$ cat src/rtl/csr_bram_loader.sv
// csr_bram_loader
//   Packs a 32-bit valid/ready word stream into 512-bit CSR lines and writes
//   them to consecutive addresses of the CSR block RAM, starting at address 0.
//   It pulses done once the whole table is resident, so traversal can be
//   released only after that point.
// Ports
//   clk, reset      single clock; synchronous active-high reset
//   start           1-cycle pulse that begins a load of num_lines lines
//   num_lines       line count, sampled only on an accepted start
//   in_valid/in_ready/in_data   input word stream (word 0 -> bits [31:0])
//   bram_en/bram_we/bram_addr/bram_din   BRAM write port
//   busy            load in progress
//   done            1-cycle completion pulse
//   lines_written   lines committed since the last accepted start
//   cfg_err         sticky: invalid num_lines, or start while busy
module csr_bram_loader #(
  parameter int ADDR_W = 17,
  parameter int DATA_W = 512,
  parameter int IN_W   = 32
) (
  input  logic              clk,
  input  logic              reset,
  input  logic              start,
  input  logic [ADDR_W:0]   num_lines,
  input  logic              in_valid,
  output logic              in_ready,
  input  logic [IN_W-1:0]   in_data,
  output logic              bram_en,
  output logic              bram_we,
  output logic [ADDR_W-1:0] bram_addr,
  output logic [DATA_W-1:0] bram_din,
  output logic              busy,
  output logic              done,
  output logic [ADDR_W:0]   lines_written,
  output logic              cfg_err
);

  localparam int WPL   = DATA_W / IN_W;
  localparam int CNT_W = $clog2(WPL);

  localparam logic [ADDR_W:0]   MAX_LINES = {1'b1, {ADDR_W{1'b0}}};
  localparam logic [ADDR_W:0]   ONE_LINE  = {{ADDR_W{1'b0}}, 1'b1};
  localparam logic [CNT_W-1:0]  LAST_WORD = CNT_W'(WPL - 1);

  typedef enum logic [1:0] {
    S_IDLE,
    S_FILL,
    S_WRITE,
    S_DONE
  } state_t;

  state_t state, next_state;

  logic [ADDR_W:0]   n_lines;
  logic [ADDR_W-1:0] line_idx;
  logic [CNT_W-1:0]  word_cnt;
  logic [DATA_W-1:0] line_buf;
  logic [DATA_W-1:0] line_next;

  logic beat;
  logic start_ok;
  logic last_word;
  logic last_line;

  assign beat      = in_valid & in_ready;
  assign start_ok  = start && (num_lines != '0) && (num_lines <= MAX_LINES);
  assign last_word = (word_cnt == LAST_WORD);
  assign last_line = ((ADDR_W + 1)'(line_idx) + ONE_LINE) == n_lines;

  // Line buffer with the current beat merged in; on the final beat this is
  // the complete line and goes straight into bram_din.
  always_comb begin
    line_next = line_buf;
    line_next[word_cnt * IN_W +: IN_W] = in_data;
  end

  always_ff @(posedge clk) begin
    if (reset) state <= S_IDLE;
    else       state <= next_state;
  end

  always_comb begin
    next_state = state;
    case (state)
      S_IDLE:  if (start_ok) next_state = S_FILL;
      S_FILL:  if (beat && last_word) next_state = S_WRITE;
      S_WRITE: next_state = last_line ? S_DONE : S_FILL;
      S_DONE:  next_state = S_IDLE;
      default: next_state = S_IDLE;
    endcase
  end

  assign bram_en = (state == S_WRITE);
  assign bram_we = (state == S_WRITE);
  assign busy    = (state != S_IDLE);
  assign done    = (state == S_DONE);

  always_ff @(posedge clk) begin
    if (reset) begin
      in_ready      <= 1'b0;
      n_lines       <= '0;
      line_idx      <= '0;
      word_cnt      <= '0;
      line_buf      <= '0;
      bram_addr     <= '0;
      bram_din      <= '0;
      lines_written <= '0;
      cfg_err       <= 1'b0;
    end else begin
      // Registered ready: high exactly while the FSM sits in FILL.
      in_ready <= (next_state == S_FILL);

      case (state)
        S_IDLE: begin
          if (start) begin
            if (start_ok) begin
              n_lines       <= num_lines;
              line_idx      <= '0;
              word_cnt      <= '0;
              lines_written <= '0;
              cfg_err       <= 1'b0;
            end else begin
              cfg_err <= 1'b1;
            end
          end
        end
        S_FILL: begin
          if (beat) begin
            line_buf <= line_next;
            word_cnt <= word_cnt + CNT_W'(1);
            if (last_word) begin
              bram_addr <= line_idx;
              bram_din  <= line_next;
            end
          end
        end
        S_WRITE: begin
          lines_written <= lines_written + ONE_LINE;
          if (!last_line) line_idx <= line_idx + ADDR_W'(1);
        end
        default: ;
      endcase

      if (start && (state != S_IDLE)) cfg_err <= 1'b1;
    end
  end

endmodule

$ cat config.mk
export PLATFORM = sky130hd
export DESIGN_NAME = csr_bram_loader
export DESIGN_NICKNAME = d
export VERILOG_FILES = /design/src/rtl/csr_bram_loader.sv
export SDC_FILE = /design/constraint.sdc
export NUM_CORES = 2
export LEC_CHECK = 0
export CORE_ASPECT_RATIO = 1.75
export CORE_MARGIN = 8
export CORE_UTILIZATION = 55
export DETAILED_ROUTE_END_ITERATION = 12
export GPL_TIMING_DRIVEN = 0
export PLACE_DENSITY = 0.8
export SLEW_MARGIN = 20
export SYNTH_ARGS = -nofsm -noshare
export SYNTH_HDL_FRONTEND = slang
export SYNTH_SLANG_ARGS = --single-unit
$ cat constraint.sdc
create_clock -name clk -period 4.5 [get_ports clk]
set_clock_uncertainty 0.1 [all_clocks]
set_input_delay 0.45 -clock clk [delete_from_list [all_inputs] [get_ports clk]]
set_output_delay 0.45 -clock clk [all_outputs]
set_load 0.005 [all_outputs]
### After elaboration in Yosys (flattened, before gate mapping)

Index checks and enable logic that the tools add are counted.

* input port bits: 54
* flip-flop bits (word level): 1102
* logic and storage cells: 67

* $add $sub $neg: 5
* shifts and indexed selects: 2
* magnitude comparators: 1
* bitwise logic cells: 1
* reduce and logical (&&, ||, !) cells: 18
* mux-type cells: 20
* equality and inequality tests: 10

Operators with widths (count)
* $bwmux W512: 1
* $shift A32 B34 Y512 const A: 1
* $shiftx A32 B34 Y512: 1
* $mux W17: 3
* $mux W18: 2
* $pmux W18 S2: 1
* $neg A9 Y34: 1
* $pmux W17 S2: 1
* $add A17 B1 Y18 const B: 1
* $add A18 B1 Y18 const B: 1
* $eq A18 B18 Y1: 1
* $le A18 B18 Y1 const B: 1
* $reduce_bool A18 Y1: 1
* $add A17 B1 Y17 const B: 1
* $mux W4: 3
* $reduce_bool A2 Y1: 5
* $reduce_and A3 Y1: 3
* $ne A2 B2 Y1 const B: 4
* $pmux W2 S4: 1
* $pmux W4 S2: 1
* $reduce_and A4 Y1: 2
* $mux W2: 3
* $add A4 B1 Y4 const B: 1
* $eq A2 B1 Y1 const B: 2
* other kinds (7): 15

### Logic depth before layout (Yosys ltp)

* depth in word-level cells: 7
* gate-level depth with buffers: 13
* mapped depth without buffers: 9

### Least setup slack after synthesis

OpenSTA, ideal clock, no wires.

* path type: register to register
* start point: register word_cnt[0]
* end point: register line_buf[128]
* path buffers: 3
* slack: 1.668 ns
* cell stages (with the launch flop): 11
* arrival time: 2.604 ns
* required time: 4.272 ns
* path through: dfxtp_1 > clkbuf_1 > nor3_1 > ha_1 > clkbuf_1 > nand2_1 > nor3_1 > nand2_1 > clkbuf_1 > a21oi_1 > nor2_1

* cells in the longest elaborated chain, start to end: 3
* elaborated cells between the ends (all ways): 4
* those cells by class: 1 x add/sub; 2 x shift; 1 x mux

Ends and longest elaborated chain
* from (decl): line 56 `logic [CNT_W-1:0] word_cnt;`
* from (signal assigned): line 130 `word_cnt <= word_cnt + CNT_W'(1);`
* $neg A9 Y34 *: line 74 `line_next[word_cnt * IN_W +: IN_W] = in_data;`
* $shiftx A32 B34 Y512 / $shift A32 B34 Y512 (equally long branches): line 74
* $bwmux W512 *: line 74
* to (signal assigned): line 129 `line_buf <= line_next;`
* to (decl): line 57 `logic [DATA_W-1:0] line_buf;`

Every way passes the cells marked *; elsewhere a longest branch is shown, timed or not.
A chain may end at the register's enable or synchronous reset.

### Worst setup path after layout

* start point: register state[0]
* end point: register bram_din[250]

* cells in the longest elaborated chain, start to end: 2

Ends and longest elaborated chain
* from (decl): line 52 `state_t state, next_state;`
* from (signal assigned): line 79 `else state <= next_state;`
* $eq A2 B1 Y1: line 113 `case (state)`
* $reduce_and A3 Y1 (no line)
* to (signal assigned): line 133 `bram_din <= line_next;`
* to (decl): line 31 `output logic [DATA_W-1:0] bram_din,`

No other way between the ends.

==> run metrics <==
status complete, but fails checks; failing checks design-rule violations; areal power density over the cells 339 mW/mm2; average cell area after synthesis 7.99 um2; placed insts 7320; maximum level of the CTS H-tree 3; Synth area leader sky130_fd_sc_hd__dfxtp_1; total placed instance area 0.0526 mm2; number of max-slew violations in the final report 0; Slowest cell on crit path sky130_fd_sc_hd__clkbuf_1; switching power share of the total 22.9%; Switching Power 4.33 mW; detailed-route wire length on metal 1 64100 um; Worst Setup Path Type flip-flop to flip-flop; hpwl dp 134000 um; count of mapped cells out of synthesis 5660; area share of the leading cell type in the synthesized netlist 48.8%; Post-synth ARST share 0%; post-layout instance area 0.0558 mm2; number of buffers inserted to repair setup after CTS 0; worst min-delay path category input pin to flip-flop; Flop pwr share 51.6%; hold violation count in the final report 0; Final #Nets 6420; most common cell after layout, fill and taps aside sky130_fd_sc_hd__nor2_1; clock tree from TritonCTS built; starting utilization of the core area 55.3%; buffers plus inverters on the worst setup path 3; Via density 5.95; number of gates resized after cts 0; later-pin clock latency in the skew report 0.71 ns; final worst setup slack 0.281 ns; die extent in x 233 um; unrepaired setup endpoints after global routing no; Rows 139; count of flip-flops with a built-in enable after synthesis 0; most instantiated flip-flop cell in the synthesis netlist sky130_fd_sc_hd__dfxtp_1; total via count in the routed design 44662; sequential cell area fraction in the yosys report 48.8%; layout cells sized above 1 4.10%; Top delay family on crit path buffers and inverters; critical path launch point type flip-flop; DRC violation total after the first TritonRoute iteration 4791; average wire per cell in the routed design 23.6 um; Logic pwr share 3.0%; net count of the mapped netlist 5719; met3 WL post-DR 16400 um; Die Footprint 0.0920 mm2; crit-path max FO 10; I/O Pins 607; antenna violations before repair 15; Routed met2 length 82300 um; cell mode on critical path sky130_fd_sc_hd__clkbuf_1; CTS Root Cell sky130_fd_sc_hd__clkbuf_16; worst stage delay on the critical path 0.81 ns; final core utilization 68.3%; post-synthesis to final-layout area growth 23.5%; final cycle utilization of the critical path 93.8%; number of distinct standard cells referenced by the synthesized netlist 74; uppermost layer routed met5; Clk network pwr share 45.4%; peak ir drop on the vdd network 0.392 mV; DRC violations left 2; number of search-and-repair iterations in the first detailed-routing pass 10; CP required 4.93 ns; maxcap violations 0; detailed-route wire length 177000 um; clock sink count 1102; actual slew at the worst max-slew pin 1.28 ns; Syn. warnings 0; commonest cells after routing, fill and taps aside sky130_fd_sc_hd__nor2_1 (1405), sky130_fd_sc_hd__dfxtp_1 (1102), sky130_fd_sc_hd__clkdlybuf4s50_1 (599); highest clock frequency the design can meet 237 MHz; Final ANT Viol Nets 0; time the final worst path needs with I/O delays and setup 4.22 ns; critical path data arrival time 4.65 ns; remaining max-slew budget at the tightest pin 14.5%; final cell count without fillers 7508; area inside the core boundary 0.0817 mm2; number of buffers on the longest clock path 3; first-pass GRT wire length 258000 um; number of flip-flops and latches in the synthesized netlist 1102; Netlist Area Pre-Place 0.0452 mm2; number of buffers added on ports 599; list of cells traversed by the critical path nor2b_1 -> nand3_1 -> nor2_1 -> clkbuf_1 -> clkbuf_1 -> clkbuf_1 -> a211oi_1; Synth area leaders sky130_fd_sc_hd__dfxtp_1 (49%), sky130_fd_sc_hd__nor2_1 (12%), sky130_fd_sc_hd__a211oi_1 (7.0%); Placer Congestion 0.961; leakage power 17.8 nW; Internal Power 14.6 mW; crit end category flip-flop; vias in the first global route 42062; total power of the final layout 18.9 mW; hold-fix buffer count after cts 0; number of filler cells placed in the layout 6921; maximum number of pins on one net before global-route repair 17; pre-CTS setup slack 0.0702 ns; global route overflow 0; Total Routing Usage GR 36.7%; Die Y-Extent 395 um; TritonCTS buffer count 96; clock-pin slew on the worst setup and hold paths 0.07 ns; Final Setup Violations 0
## final cells by class
| cell class | count | area [um2] | area share [%] |
|---|---|---|---|
| flip-flops and latches | 1102 | 22100 | 39.5 |
| multi-input cells | 3986 | 20900 | 37.4 |
| repair buffers | 603 | 6030 | 10.8 |
| clock buffers | 142 | 2830 | 5.06 |
| plain buffers | 556 | 2260 | 4.05 |
| well taps | 1057 | 1320 | 2.37 |
| clock inverters | 34 | 379 | 0.679 |
| inverters | 16 | 60.1 | 0.108 |
| diodes | 12 | 30.0 | 0.0538 |
## registers in the layout, summed over array words and instances, names as in the netlist
register,cells
cfg_err,1
word_cnt,4
n_lines,18
line_idx,17
bram_din,512
line_buf,512
bram_addr,17
state,2
in_ready,1
lines_written,18
## worst paths after layout
| check | from | to | slack, ns | cells past startpoint |
|---|---|---|---|---|
| min | reset | line_idx[5] | 0.06 | 3 |
| max reg2reg | state[0] | bram_din[250] | 0.28 | 7 |
| max | state[0] | bram_din[250] | 0.28 | 7 |
| min reg2reg | line_buf[26] | line_buf[26] | 0.35 | 2 |
## kinds of logic after synthesis
| group | count (synthesis) | share of synthesized area [%] |
|---|---|---|
| buf+inv | 572 | 5.07 |
| fa+ha+maj | 5 | 0.138 |
| mux | 249 | 5.54 |
| compound gates | 1156 | 16.2 |
| simple gates | 2543 | 23.6 |
| xor+xnor | 33 | 0.639 |
| flops | 1102 | 48.8 |
## power by group through the flow
stage | clock (mW) | combinational [mW] | sequential, mW
floorplan | 0 | 0.266 | 9.99
global placement | 0 | 0.544 | 9.99
detailed placement | 0 | 0.550 | 9.99
CTS | 8.57 | 0.551 | 9.77
global route | 8.98 | 0.581 | 9.77
finish | 8.59 | 0.565 | 9.77
## per-stage QoR
stage	setup TNS (ns)	hold WS (ns)
4_1_cts	0	0.0237
3_5_place_dp	0	0.345
3_3_place_gp	-3.55	0.338
6_report	0	0.0563
2_1_floorplan	0	0.332
5_1_grt	0	0.0485
## routing by layer
metal / track usage [%] / vias to the layer above
li1: - / 20661
met1: 41.4 / 21034
met2: 60.3 / 2376
met3: 8.05 / 587
met4: 26.4 / 4
met5: 0 / -
## cell usage after synthesis (all sizes together) (15+ instances only)
library cell,number
nor2,1405
dfxtp,1102
nand2,575
a21oi,544
clkbuf,497
a211oi,422
mux2i,249
nor3,210
nand3,118
and3,75
a311oi,65
nand2b,61
buf,59
o21ai,54
o211ai,35
xnor2,24
nor4,21
nand4,17
and2,15
inv,15
## worst register-to-register path: stages, from the launching register on
cell and delay, ns:
sky130_fd_sc_hd__dfxtp_1 0.38, sky130_fd_sc_hd__nor2b_1 0.23, sky130_fd_sc_hd__nand3_1 0.61, sky130_fd_sc_hd__nor2_1 0.39, sky130_fd_sc_hd__clkbuf_1 0.62, sky130_fd_sc_hd__clkbuf_1 0.82
sky130_fd_sc_hd__clkbuf_1 0.72, sky130_fd_sc_hd__a211oi_1 0.19
Note: power is estimated with default switching activity, not from simulation.
